File: config.mk
export PLATFORM = sky130hd
export DESIGN_NAME = decode_ctrl_stage_flat
export DESIGN_NICKNAME = d
export VERILOG_FILES = /design/src/rtl/ctrl_pkg.sv /design/src/rtl/decode_ctrl_stage_if.sv /design/src/rtl/decode_lut.sv /design/src/rtl/decode_ctrl_stage.sv /design/src/flat_wrapper.sv
export SDC_FILE = /design/constraint.sdc
export NUM_CORES = 1
export LEC_CHECK = 0
export BUFFER_PORTS_ARGS = -buffer_cell sky130_fd_sc_hd__buf_2
export CORE_AREA = 2 2 39 41
export CTS_CLUSTER_SIZE = 28
export DETAILED_ROUTE_END_ITERATION = 8
export DIE_AREA = 0 0 41 43
export GPL_ROUTABILITY_DRIVEN = 0
export HOLD_SLACK_MARGIN = 0.02
export PLACE_DENSITY = 0.67
export REMOVE_ABC_BUFFERS = 1
export SLEW_MARGIN = 10
export SYNTH_ARGS = -nofsm -noshare
export SYNTH_HDL_FRONTEND = slang
export SYNTH_SLANG_ARGS = --single-unit
export TNS_END_PERCENT = 1
File: constraint.sdc
create_clock -name clk -period 1.8 [get_ports clk]
set_input_delay 0.18 -clock clk [delete_from_list [all_inputs] [get_ports clk]]
set_output_delay 0.18 -clock clk [all_outputs]
set_load 0.02 [all_outputs]
File: src/rtl/ctrl_pkg.sv
// Shared types for the decode control stage: opcode encodings, branch kinds,
// the ID/EX control bundle and its bubble value.
package ctrl_pkg;

    localparam int unsigned OPC_W = 4;
    localparam int unsigned CMD_W = 4;
    localparam int unsigned BR_W  = 4;

    typedef enum logic [OPC_W-1:0] {
        OP_ADD  = 4'd0,
        OP_SUB  = 4'd1,
        OP_MUL  = 4'd2,
        OP_DIV  = 4'd3,
        OP_MOD  = 4'd4,
        OP_CMP  = 4'd5,
        OP_MOVR = 4'd6,
        OP_AND  = 4'd7,
        OP_OR   = 4'd8,
        OP_MOVI = 4'd9,
        OP_LDR  = 4'd10,
        OP_STR  = 4'd11,
        OP_BEQ  = 4'd12,
        OP_JMP  = 4'd13
    } opcode_e;

    localparam logic [BR_W-1:0] BR_BEQ = 4'd12;
    localparam logic [BR_W-1:0] BR_JMP = 4'd13;

    typedef struct packed {
        logic [CMD_W-1:0] exe_cmd;
        logic             branch_en;
        logic [BR_W-1:0]  branch_cmd;
        logic             is_imm;
        logic             is_str;
        logic             is_ldr;
        logic             is_cmp;
        logic             wb_en;
        logic             mem_r_en;
        logic             mem_w_en;
    } ctrl_t;

    localparam ctrl_t CTRL_BUBBLE = '0;

    // Larger of two latencies, used to size the occupancy counter.
    function automatic int unsigned max_u(input int unsigned a, input int unsigned b);
        return (a > b) ? a : b;
    endfunction

endpackage

File: src/rtl/decode_ctrl_stage_if.sv
// Front-end request and ID/EX control bundle of the decode control stage.
interface decode_ctrl_stage_if #(
    parameter int unsigned OP_W  = 4,
    parameter int unsigned EXE_W = 4
) ();
    logic             in_valid;
    logic [OP_W-1:0]  opcode;
    logic             hazard_detected;
    logic             flush;

    logic             out_valid;
    logic [EXE_W-1:0] exe_cmd;
    logic             branch_en;
    logic [3:0]       branch_cmd;
    logic             is_imm;
    logic             is_str;
    logic             is_ldr;
    logic             is_cmp;
    logic             wb_en;
    logic             mem_r_en;
    logic             mem_w_en;
    logic             illegal_op;
    logic             stall_out;

    // Upstream side: issues opcodes, consumes the control bundle.
    modport master (
        output in_valid, opcode, hazard_detected, flush,
        input  out_valid, exe_cmd, branch_en, branch_cmd, is_imm, is_str,
               is_ldr, is_cmp, wb_en, mem_r_en, mem_w_en, illegal_op, stall_out
    );

    // Stage side.
    modport slave (
        input  in_valid, opcode, hazard_detected, flush,
        output out_valid, exe_cmd, branch_en, branch_cmd, is_imm, is_str,
               is_ldr, is_cmp, wb_en, mem_r_en, mem_w_en, illegal_op, stall_out
    );
endinterface

File: src/rtl/decode_lut.sv
// Combinational opcode-to-control mapping with illegal and multi-cycle flags.
module decode_lut
    import ctrl_pkg::*;
#(
    parameter int unsigned OP_W = 4
) (
    input  logic [OP_W-1:0] opcode,
    output ctrl_t           ctrl_c,
    output logic            illegal_c,
    output logic            mul_c,
    output logic            div_c
);

    logic    hi_zero;
    opcode_e op_e;

    // Any set bit above the 4-bit encoding space makes the opcode illegal.
    generate
        if (OP_W > OPC_W) begin : g_wide
            assign hi_zero = ~|opcode[OP_W-1:OPC_W];
        end else begin : g_narrow
            assign hi_zero = 1'b1;
        end
    endgenerate

    assign op_e = opcode_e'(opcode[OPC_W-1:0]);

    // Opcode decode; unnamed signals stay at their bubble value.
    always_comb begin
        ctrl_c    = CTRL_BUBBLE;
        illegal_c = 1'b0;
        mul_c     = 1'b0;
        div_c     = 1'b0;
        if (!hi_zero) begin
            illegal_c = 1'b1;
        end else begin
            case (op_e)
                OP_ADD, OP_SUB, OP_MOVR, OP_AND, OP_OR: begin
                    ctrl_c.exe_cmd = CMD_W'(op_e);
                    ctrl_c.wb_en   = 1'b1;
                end
                OP_MUL: begin
                    ctrl_c.exe_cmd = CMD_W'(op_e);
                    ctrl_c.wb_en   = 1'b1;
                    mul_c          = 1'b1;
                end
                OP_DIV, OP_MOD: begin
                    ctrl_c.exe_cmd = CMD_W'(op_e);
                    ctrl_c.wb_en   = 1'b1;
                    div_c          = 1'b1;
                end
                OP_CMP: begin
                    ctrl_c.exe_cmd = CMD_W'(op_e);
                    ctrl_c.is_cmp  = 1'b1;
                end
                OP_MOVI: begin
                    ctrl_c.wb_en  = 1'b1;
                    ctrl_c.is_imm = 1'b1;
                end
                OP_LDR: begin
                    ctrl_c.exe_cmd  = CMD_W'(OP_ADD);
                    ctrl_c.wb_en    = 1'b1;
                    ctrl_c.mem_r_en = 1'b1;
                    ctrl_c.is_ldr   = 1'b1;
                end
                OP_STR: begin
                    ctrl_c.exe_cmd  = CMD_W'(OP_ADD);
                    ctrl_c.mem_w_en = 1'b1;
                    ctrl_c.is_str   = 1'b1;
                end
                OP_BEQ: begin
                    ctrl_c.exe_cmd    = CMD_W'(op_e);
                    ctrl_c.branch_en  = 1'b1;
                    ctrl_c.branch_cmd = BR_BEQ;
                end
                OP_JMP: begin
                    ctrl_c.exe_cmd    = CMD_W'(op_e);
                    ctrl_c.branch_en  = 1'b1;
                    ctrl_c.branch_cmd = BR_JMP;
                end
                default: illegal_c = 1'b1;
            endcase
        end
    end

endmodule

File: src/rtl/decode_ctrl_stage.sv
// Registered decode control stage: control half of the ID/EX register.
// Build option DECODE_MULTICYCLE_EN: when defined, MUL/DIV/MOD occupy the
// stage for MUL_LAT/DIV_LAT cycles and stall the front end; when undefined,
// every op is single-cycle and stall_out is tied low.
module decode_ctrl_stage
    import ctrl_pkg::*;
#(
    parameter int unsigned OP_W    = 4,
    parameter int unsigned EXE_W   = 4,
    parameter int unsigned MUL_LAT = 2,
    parameter int unsigned DIV_LAT = 8
) (
    input logic                clk,
    input logic                rst,
    decode_ctrl_stage_if.slave bus
);

    ctrl_t lut_ctrl;
    logic  lut_illegal;
    logic  lut_mul;
    logic  lut_div;
    logic  accept;

    ctrl_t ctrl_q,    ctrl_d;
    logic  valid_q,   valid_d;
    logic  illegal_q, illegal_d;

    decode_lut #(.OP_W(OP_W)) u_lut (
        .opcode    (bus.opcode),
        .ctrl_c    (lut_ctrl),
        .illegal_c (lut_illegal),
        .mul_c     (lut_mul),
        .div_c     (lut_div)
    );

    assign accept = bus.in_valid && !bus.flush && !bus.hazard_detected;

`ifdef DECODE_MULTICYCLE_EN
    localparam int unsigned CNT_W = $clog2(max_u(MUL_LAT, DIV_LAT) + 1);

    typedef enum logic {S_IDLE, S_BUSY} state_e;

    state_e           state_q, state_d;
    logic [CNT_W-1:0] cnt_q,   cnt_d;

    // FSM state and occupancy counter.
    always_ff @(posedge clk) begin
        if (rst) begin
            state_q <= S_IDLE;
            cnt_q   <= '0;
        end else begin
            state_q <= state_d;
            cnt_q   <= cnt_d;
        end
    end

    // Next state, counter and bundle; the bundle is held while BUSY.
    always_comb begin
        state_d   = state_q;
        cnt_d     = cnt_q;
        ctrl_d    = ctrl_q;
        valid_d   = 1'b0;
        illegal_d = 1'b0;
        case (state_q)
            S_IDLE: begin
                ctrl_d = CTRL_BUBBLE;
                cnt_d  = '0;
                if (accept) begin
                    if (lut_illegal) begin
                        illegal_d = 1'b1;
                    end else if (lut_mul && (MUL_LAT > 1)) begin
                        ctrl_d       = lut_ctrl;
                        ctrl_d.wb_en = 1'b0;
                        cnt_d        = CNT_W'(MUL_LAT - 1);
                        state_d      = S_BUSY;
                    end else if (lut_div && (DIV_LAT > 1)) begin
                        ctrl_d       = lut_ctrl;
                        ctrl_d.wb_en = 1'b0;
                        cnt_d        = CNT_W'(DIV_LAT - 1);
                        state_d      = S_BUSY;
                    end else begin
                        ctrl_d  = lut_ctrl;
                        valid_d = 1'b1;
                    end
                end
            end
            S_BUSY: begin
                if (bus.flush) begin
                    ctrl_d  = CTRL_BUBBLE;
                    cnt_d   = '0;
                    state_d = S_IDLE;
                end else begin
                    cnt_d = cnt_q - CNT_W'(1);
                    if (cnt_q == CNT_W'(1)) begin
                        ctrl_d.wb_en = 1'b1;
                        valid_d      = 1'b1;
                        state_d      = S_IDLE;
                    end
                end
            end
            default: begin
                ctrl_d  = CTRL_BUBBLE;
                cnt_d   = '0;
                state_d = S_IDLE;
            end
        endcase
    end

    assign bus.stall_out = (state_q == S_BUSY);
`else
    logic unused_cfg;

    // Every op completes in one cycle; latency parameters have no effect.
    always_comb begin
        ctrl_d    = CTRL_BUBBLE;
        valid_d   = 1'b0;
        illegal_d = 1'b0;
        if (accept) begin
            if (lut_illegal) begin
                illegal_d = 1'b1;
            end else begin
                ctrl_d  = lut_ctrl;
                valid_d = 1'b1;
            end
        end
    end

    assign unused_cfg    = lut_mul ^ lut_div ^ (MUL_LAT == 0) ^ (DIV_LAT == 0);
    assign bus.stall_out = 1'b0;
`endif

    // ID/EX control register.
    always_ff @(posedge clk) begin
        if (rst) begin
            ctrl_q    <= CTRL_BUBBLE;
            valid_q   <= 1'b0;
            illegal_q <= 1'b0;
        end else begin
            ctrl_q    <= ctrl_d;
            valid_q   <= valid_d;
            illegal_q <= illegal_d;
        end
    end

    assign bus.out_valid  = valid_q;
    assign bus.exe_cmd    = EXE_W'(ctrl_q.exe_cmd);
    assign bus.branch_en  = ctrl_q.branch_en;
    assign bus.branch_cmd = ctrl_q.branch_cmd;
    assign bus.is_imm     = ctrl_q.is_imm;
    assign bus.is_str     = ctrl_q.is_str;
    assign bus.is_ldr     = ctrl_q.is_ldr;
    assign bus.is_cmp     = ctrl_q.is_cmp;
    assign bus.wb_en      = ctrl_q.wb_en;
    assign bus.mem_r_en   = ctrl_q.mem_r_en;
    assign bus.mem_w_en   = ctrl_q.mem_w_en;
    assign bus.illegal_op = illegal_q;

endmodule

File: src/flat_wrapper.sv
// flat-port wrapper written by rule: the top's interface ports become plain ports
module decode_ctrl_stage_flat import ctrl_pkg::*;
#(
    parameter int unsigned OP_W    = 4,
    parameter int unsigned EXE_W   = 4,
    parameter int unsigned MUL_LAT = 2,
    parameter int unsigned DIV_LAT = 8
)
  (clk, rst, bus_in_valid, bus_opcode, bus_hazard_detected, bus_flush, bus_out_valid, bus_exe_cmd, bus_branch_en, bus_branch_cmd, bus_is_imm, bus_is_str, bus_is_ldr, bus_is_cmp, bus_wb_en, bus_mem_r_en, bus_mem_w_en, bus_illegal_op, bus_stall_out);
  decode_ctrl_stage_if #(.OP_W(OP_W), .EXE_W(EXE_W)) bus_i ();
  input logic clk;
  input logic rst;
  input wire logic [$bits(bus_i.in_valid)-1:0] bus_in_valid;
  input wire logic [$bits(bus_i.opcode)-1:0] bus_opcode;
  input wire logic [$bits(bus_i.hazard_detected)-1:0] bus_hazard_detected;
  input wire logic [$bits(bus_i.flush)-1:0] bus_flush;
  output wire logic [$bits(bus_i.out_valid)-1:0] bus_out_valid;
  output wire logic [$bits(bus_i.exe_cmd)-1:0] bus_exe_cmd;
  output wire logic [$bits(bus_i.branch_en)-1:0] bus_branch_en;
  output wire logic [$bits(bus_i.branch_cmd)-1:0] bus_branch_cmd;
  output wire logic [$bits(bus_i.is_imm)-1:0] bus_is_imm;
  output wire logic [$bits(bus_i.is_str)-1:0] bus_is_str;
  output wire logic [$bits(bus_i.is_ldr)-1:0] bus_is_ldr;
  output wire logic [$bits(bus_i.is_cmp)-1:0] bus_is_cmp;
  output wire logic [$bits(bus_i.wb_en)-1:0] bus_wb_en;
  output wire logic [$bits(bus_i.mem_r_en)-1:0] bus_mem_r_en;
  output wire logic [$bits(bus_i.mem_w_en)-1:0] bus_mem_w_en;
  output wire logic [$bits(bus_i.illegal_op)-1:0] bus_illegal_op;
  output wire logic [$bits(bus_i.stall_out)-1:0] bus_stall_out;
  assign bus_i.in_valid = bus_in_valid;
  assign bus_i.opcode = bus_opcode;
  assign bus_i.hazard_detected = bus_hazard_detected;
  assign bus_i.flush = bus_flush;
  assign bus_out_valid = bus_i.out_valid;
  assign bus_exe_cmd = bus_i.exe_cmd;
  assign bus_branch_en = bus_i.branch_en;
  assign bus_branch_cmd = bus_i.branch_cmd;
  assign bus_is_imm = bus_i.is_imm;
  assign bus_is_str = bus_i.is_str;
  assign bus_is_ldr = bus_i.is_ldr;
  assign bus_is_cmp = bus_i.is_cmp;
  assign bus_wb_en = bus_i.wb_en;
  assign bus_mem_r_en = bus_i.mem_r_en;
  assign bus_mem_w_en = bus_i.mem_w_en;
  assign bus_illegal_op = bus_i.illegal_op;
  assign bus_stall_out = bus_i.stall_out;
  decode_ctrl_stage #(.OP_W(OP_W), .EXE_W(EXE_W), .MUL_LAT(MUL_LAT), .DIV_LAT(DIV_LAT)) u_core (.clk(clk), .rst(rst), .bus(bus_i));
endmodule
# Yosys cells after proc, flatten, opt, wreduce, memory -nomap -nowiden

Index checks and enable logic that the tools add are counted.
W data, S select, Z words.

Register bits after elaboration: 16
Bits of input ports: 9
Output and inout bits: 19
Word-level logic and storage cells: 45

Eq/ne operators: 13
Multiplexer cells: 8
Bitwise operators: 3
Reduce and logical (&&, ||, !) cells: 11

Operator list:

| cell                 | number |
|---|---|
| $eq A4 B4 Y1 const B | 6 |
| $eq A4 B3 Y1 const B | 4 |
| $reduce_or A14 Y1    | 1 |
| $reduce_or A11 Y1    | 1 |
| $pmux W5 S2          | 1 |
| $reduce_or A10 Y1    | 1 |
| $eq A4 B2 Y1 const B | 2 |
| $mux W1              | 7 |
| $eq A4 B1 Y1 const B | 1 |
| $logic_not A4 Y1     | 1 |
| $reduce_or A4 Y1     | 1 |
| $not A1 Y1           | 3 |
| $reduce_or A3 Y1     | 1 |
| $logic_and A1 B1 Y1  | 2 |
| $logic_not A1 Y1     | 2 |
| $reduce_or A2 Y1     | 1 |

# Depth between registers and ports, before layout

Depth in word-level cells: 5
Mapped depth: 3
Mapped depth without buffers: 2

# Hierarchy

Synthesis repeated with hierarchy kept, for this count alone.

Cells, all modules: 73
Area, all modules: 754.5 um^2

Modules (own cells, without submodules):

| module            | instances | cells an instance | area an instance (um^2) | sequential area each (um^2) |
|---|---|---|---|---|
| decode_ctrl_stage | 1         | 42                | 536.8                   | 360.3 |
| decode_lut        | 1         | 31                | 217.7                   | 0.0 |

# Least setup slack after synthesis

OpenSTA, ideal clock, no wires.

Path type: input to register
From: in bus_flush
To: reg u_core.ctrl_q, in the netlist u_core.bus.is_ldr
Library setup time: 0.087 ns
Data arrival time: 1.063 ns
Data required time: 1.713 ns
Setup slack: 0.650 ns
Cell stages on the path: 3
Buffers on the path: 1
Cell sequence: or4b_4 > buf_6 > nor4_4

Word-level cells in the longest chain between the ends: 5

RTL lines:

| item                             | RTL line                 | source |
|---|---|---|
| from (decl)                      | flat_wrapper.sv:16       | `input wire logic [$bits(bus_i.flush)-1:0] bus_flush;` |
| $logic_not A1 Y1                 | decode_ctrl_stage.sv:36  | `assign accept = bus.in_valid && !bus.flush && !bus.hazard_detected;` |
| $logic_and A1 B1 Y1 (2 in a row) | decode_ctrl_stage.sv:36  |  |
| $not A1 Y1 (no line)             | -                        |  |
| $reduce_or A3 Y1 (no line)       | -                        |  |
| to (signal assigned)             | decode_ctrl_stage.sv:139 | `ctrl_q <= ctrl_d;` |
| to (decl)                        | decode_ctrl_stage.sv:24  | `ctrl_t ctrl_q, ctrl_d;` |

Every way passes these cells.
A chain may end at the register's enable or synchronous reset.

# Worst setup path after layout

From: in bus_flush
To: reg u_core.ctrl_q, in the netlist u_core.bus.exe_cmd[3]

Word-level cells in the longest chain between the ends: 5

RTL lines:

| item                             | RTL line |
|---|---|
| $logic_not A1 Y1                 | decode_ctrl_stage.sv:36 |
| $logic_and A1 B1 Y1 (2 in a row) | decode_ctrl_stage.sv:36 |
| $not A1 Y1 (no line)             | - |
| $reduce_or A4 Y1 (no line)       | - |

Every way passes these cells.

==> results_dict.tcl <==
set metrics [dict create \
    synth_area_leader_cell "dfxtp_1" \
    fp.dieW_um 41 \
    synth_warnings 0 \
    cts_hold_buffers 0 \
    initialDrtViolationCount 10 \
    cts_buffers 3 \
    maxCapViolCount 0 \
    grt_overflow_total 0 \
    startpoint "bus_flush" \
    drive_gt1_share_pct 50.0 \
    globalRouteTotalUtil_pct 11.1 \
    rsz0062_at_grt "no" \
    fin_setup_tns_ns 0 \
    wl_met2_um 442 \
    wl_met1_um 347 \
    worstSetupStartpointType "primary input" \
    seqCellArea_um2 260 \
    clkSinkCount 13 \
    root_buffer "clkbuf_4" \
    synthFlopType "dfxtp_1" \
    crit_fanout 13 \
    power_leakage_nw 0.309 \
    fmax_mhz 909 \
    endpoint "u_core.bus.exe_cmd[3]" \
    post_cts_resize_count 0 \
    wl_per_cell_um 10.1 \
    powerDensity_nw_per_um2 817 \
    core_um2 1380 \
    fin_crit_sh_pct 61.1 \
    vias_per_cell 4.63 \
    slowest_stage "or4b_4" \
    wirelength_um 849 \
    synth_area_per_cell_um2 11.0 \
    fillers 146 \
    die_area_um2 1760 \
    synth-seq-cells 13 \
    top_layer "met3" \
    drtAntennaViolNets 0 \
    diodes 0 \
    wl_met3_um 58 \
    endpoint_kind "flip-flop" \
    die_h_um 43 \
    cts_htree_levels 1 \
    final_nets 78 \
    period_needed_ns 1.10 \
    cts_setup_buffers 0 \
    io_pins 28 \
    cp.arrival_ns 1.27 \
    clk_path_buf_depth 2 \
    route.detailed.drc 0 \
    outcome "finished, final reports clean" \
    slew_violations 0 \
    grt_pass1_vias 318 \
    yosysSeqAreaShare_pct 50.4 \
    synth_area_leaders "dfxtp_1 50%, buf_4 8.7%, a211oi_2 4.8%" \
    dp_hpwl_um 640 \
    vdd_drop_max_uv 291 \
    vias 389 \
    setup_viol 0 \
    rows 14 \
    hold_class "primary input to flip-flop" \
    hold_viol 0 \
    numPortBuffers 25 \
    multi_input_area_um2 181 \
    start_util_pct 37.3 \
    yosysUniqueCellTypes 20 \
    synth_top_area_share_pct 50.4 \
    synth_edf_count 0 \
    grt_max_degree 14 \
    synth_cells 47 \
    cp_cell_sequence "buf_2, or4b_4, a2111oi_2" \
    clkSlewWorstSetupHoldPaths_ns 0.08 \
    cp_slowest_stage_delay_ns 0.64 \
    antenna_found_initial 0 \
    cp.required_ns 1.97 \
    final_util_pct 45.4 \
    areaGrowthSynthToFinish_pct 21.5 \
    dr.pass1.iters 2 \
    synth_area_um2 517 \
    grt_pass1_wl_um 1300 \
    async_flop_share_pct 0 \
    crit_type "primary input to flip-flop" \
    tritoncts "done" \
]
[layer usage]
layer  vias to the layer above  GRT usage (%)
li1                        193              -
met1                       181           13.9
met2                        15           15.3
met3                         0           3.14
met4                         0           8.00
met5                         -              0
[cell usage after synthesis (2+ instances only)]
cell type	count
dfxtp_1	13
nand2b_1	2
a211oi_2	2
nor3_1	5
clkbuf_1	2
buf_4	6
inv_1	4
[sequential cells by signal (all words and copies together), names as in the netlist]
| register | cells |
|---|---|
| u_core.bus.is_cmp | 1 |
| u_core.bus.is_str | 1 |
| u_core.bus.out_valid | 1 |
| u_core.bus.is_imm | 1 |
| u_core.bus.wb_en | 1 |
| u_core.bus.exe_cmd | 4 |
| u_core.bus.illegal_op | 1 |
| u_core.bus.is_ldr | 1 |
| u_core.bus.branch_cmd | 2 |
[how the worst min path moves through the flow]
stage / start / endpoint / slack [ns] / cells after the start
floorplan: bus_opcode[0] / u_core.bus.is_ldr / 0.25 / 1
global placement: bus_opcode[0] / u_core.bus.is_ldr / 0.47 / 2
detailed placement: bus_opcode[0] / u_core.bus.is_ldr / 0.47 / 2
CTS: bus_opcode[0] / u_core.bus.is_ldr / 0.18 / 2
global route: bus_opcode[0] / u_core.bus.is_ldr / 0.19 / 2
finish: bus_opcode[0] / u_core.bus.is_ldr / 0.18 / 2
[power breakdown]
group          switching [mW]  internal, mW
clock                  0.0877        0.0856
sequential           0.000537         0.290
combinational          0.0333        0.0159
[stage by stage]
step	hold slack, ns	std cells	setup slack (ns)	power, mW	instance area, um2
3_3_place_gp	0.469	80	0.440	0.346	602
6_report	0.183	84	0.700	0.513	628
2_1_floorplan	0.254	39	0.572	0.323	457
3_5_place_dp	0.469	80	0.413	0.346	602
4_1_cts	0.181	84	0.695	0.518	628
5_1_grt	0.190	84	0.653	0.536	628
[final cells by class]
class | count | share of cell area, %
Sequential cell | 13 | 41.4
Timing Repair Buffer | 25 | 19.9
Inverter | 4 | 2.39
Tap cell | 16 | 3.19
Multi-Input combinational cell | 22 | 28.9
Clock buffer | 4 | 4.18
[kinds of logic after synthesis]
kind of cell | count (synthesis) | synth area share (%)
AND/OR/NAND/NOR | 14 | 20.3
flip-flops | 13 | 50.4
buffers and inverters | 13 | 15.3
AO/OA/AOI/OAI | 6 | 13.3
other | 1 | 0.726
[critical path: cells and delay by family]
kind | cells | cell delay (ns)
and+or+nand+nor | 1 | 0.64
AOI/OAI and AO/OA | 1 | 0.35
buffers and inverters | 1 | 0.09
[cells in the final DEF, fill, tap and decap left out]
cell type / synthesis / final
or4b_4: 1 / 1
nand2b_1: 2 / 2
clkbuf_1: 2 / 1
nand3b_1: 1 / 1
a211oi_2: 2 / 2
dfxtp_1: 13 / 13
nor2b_1: 1 / 1
nor4_1: 1 / 1
nor3_1: 5 / 5
a221oi_2: 1 / 1
nand2_1: 1 / 1
nor4_4: 1 / 1
a2111oi_2: 1 / 1
clkbuf_4: 0 / 3
conb_1: 1 / 2
inv_1: 4 / 4
a21o_1: 1 / 1
buf_2: 0 / 25
nor4b_1: 1 / 1
a31oi_1: 1 / 1
(Power assumes the default switching activity.)
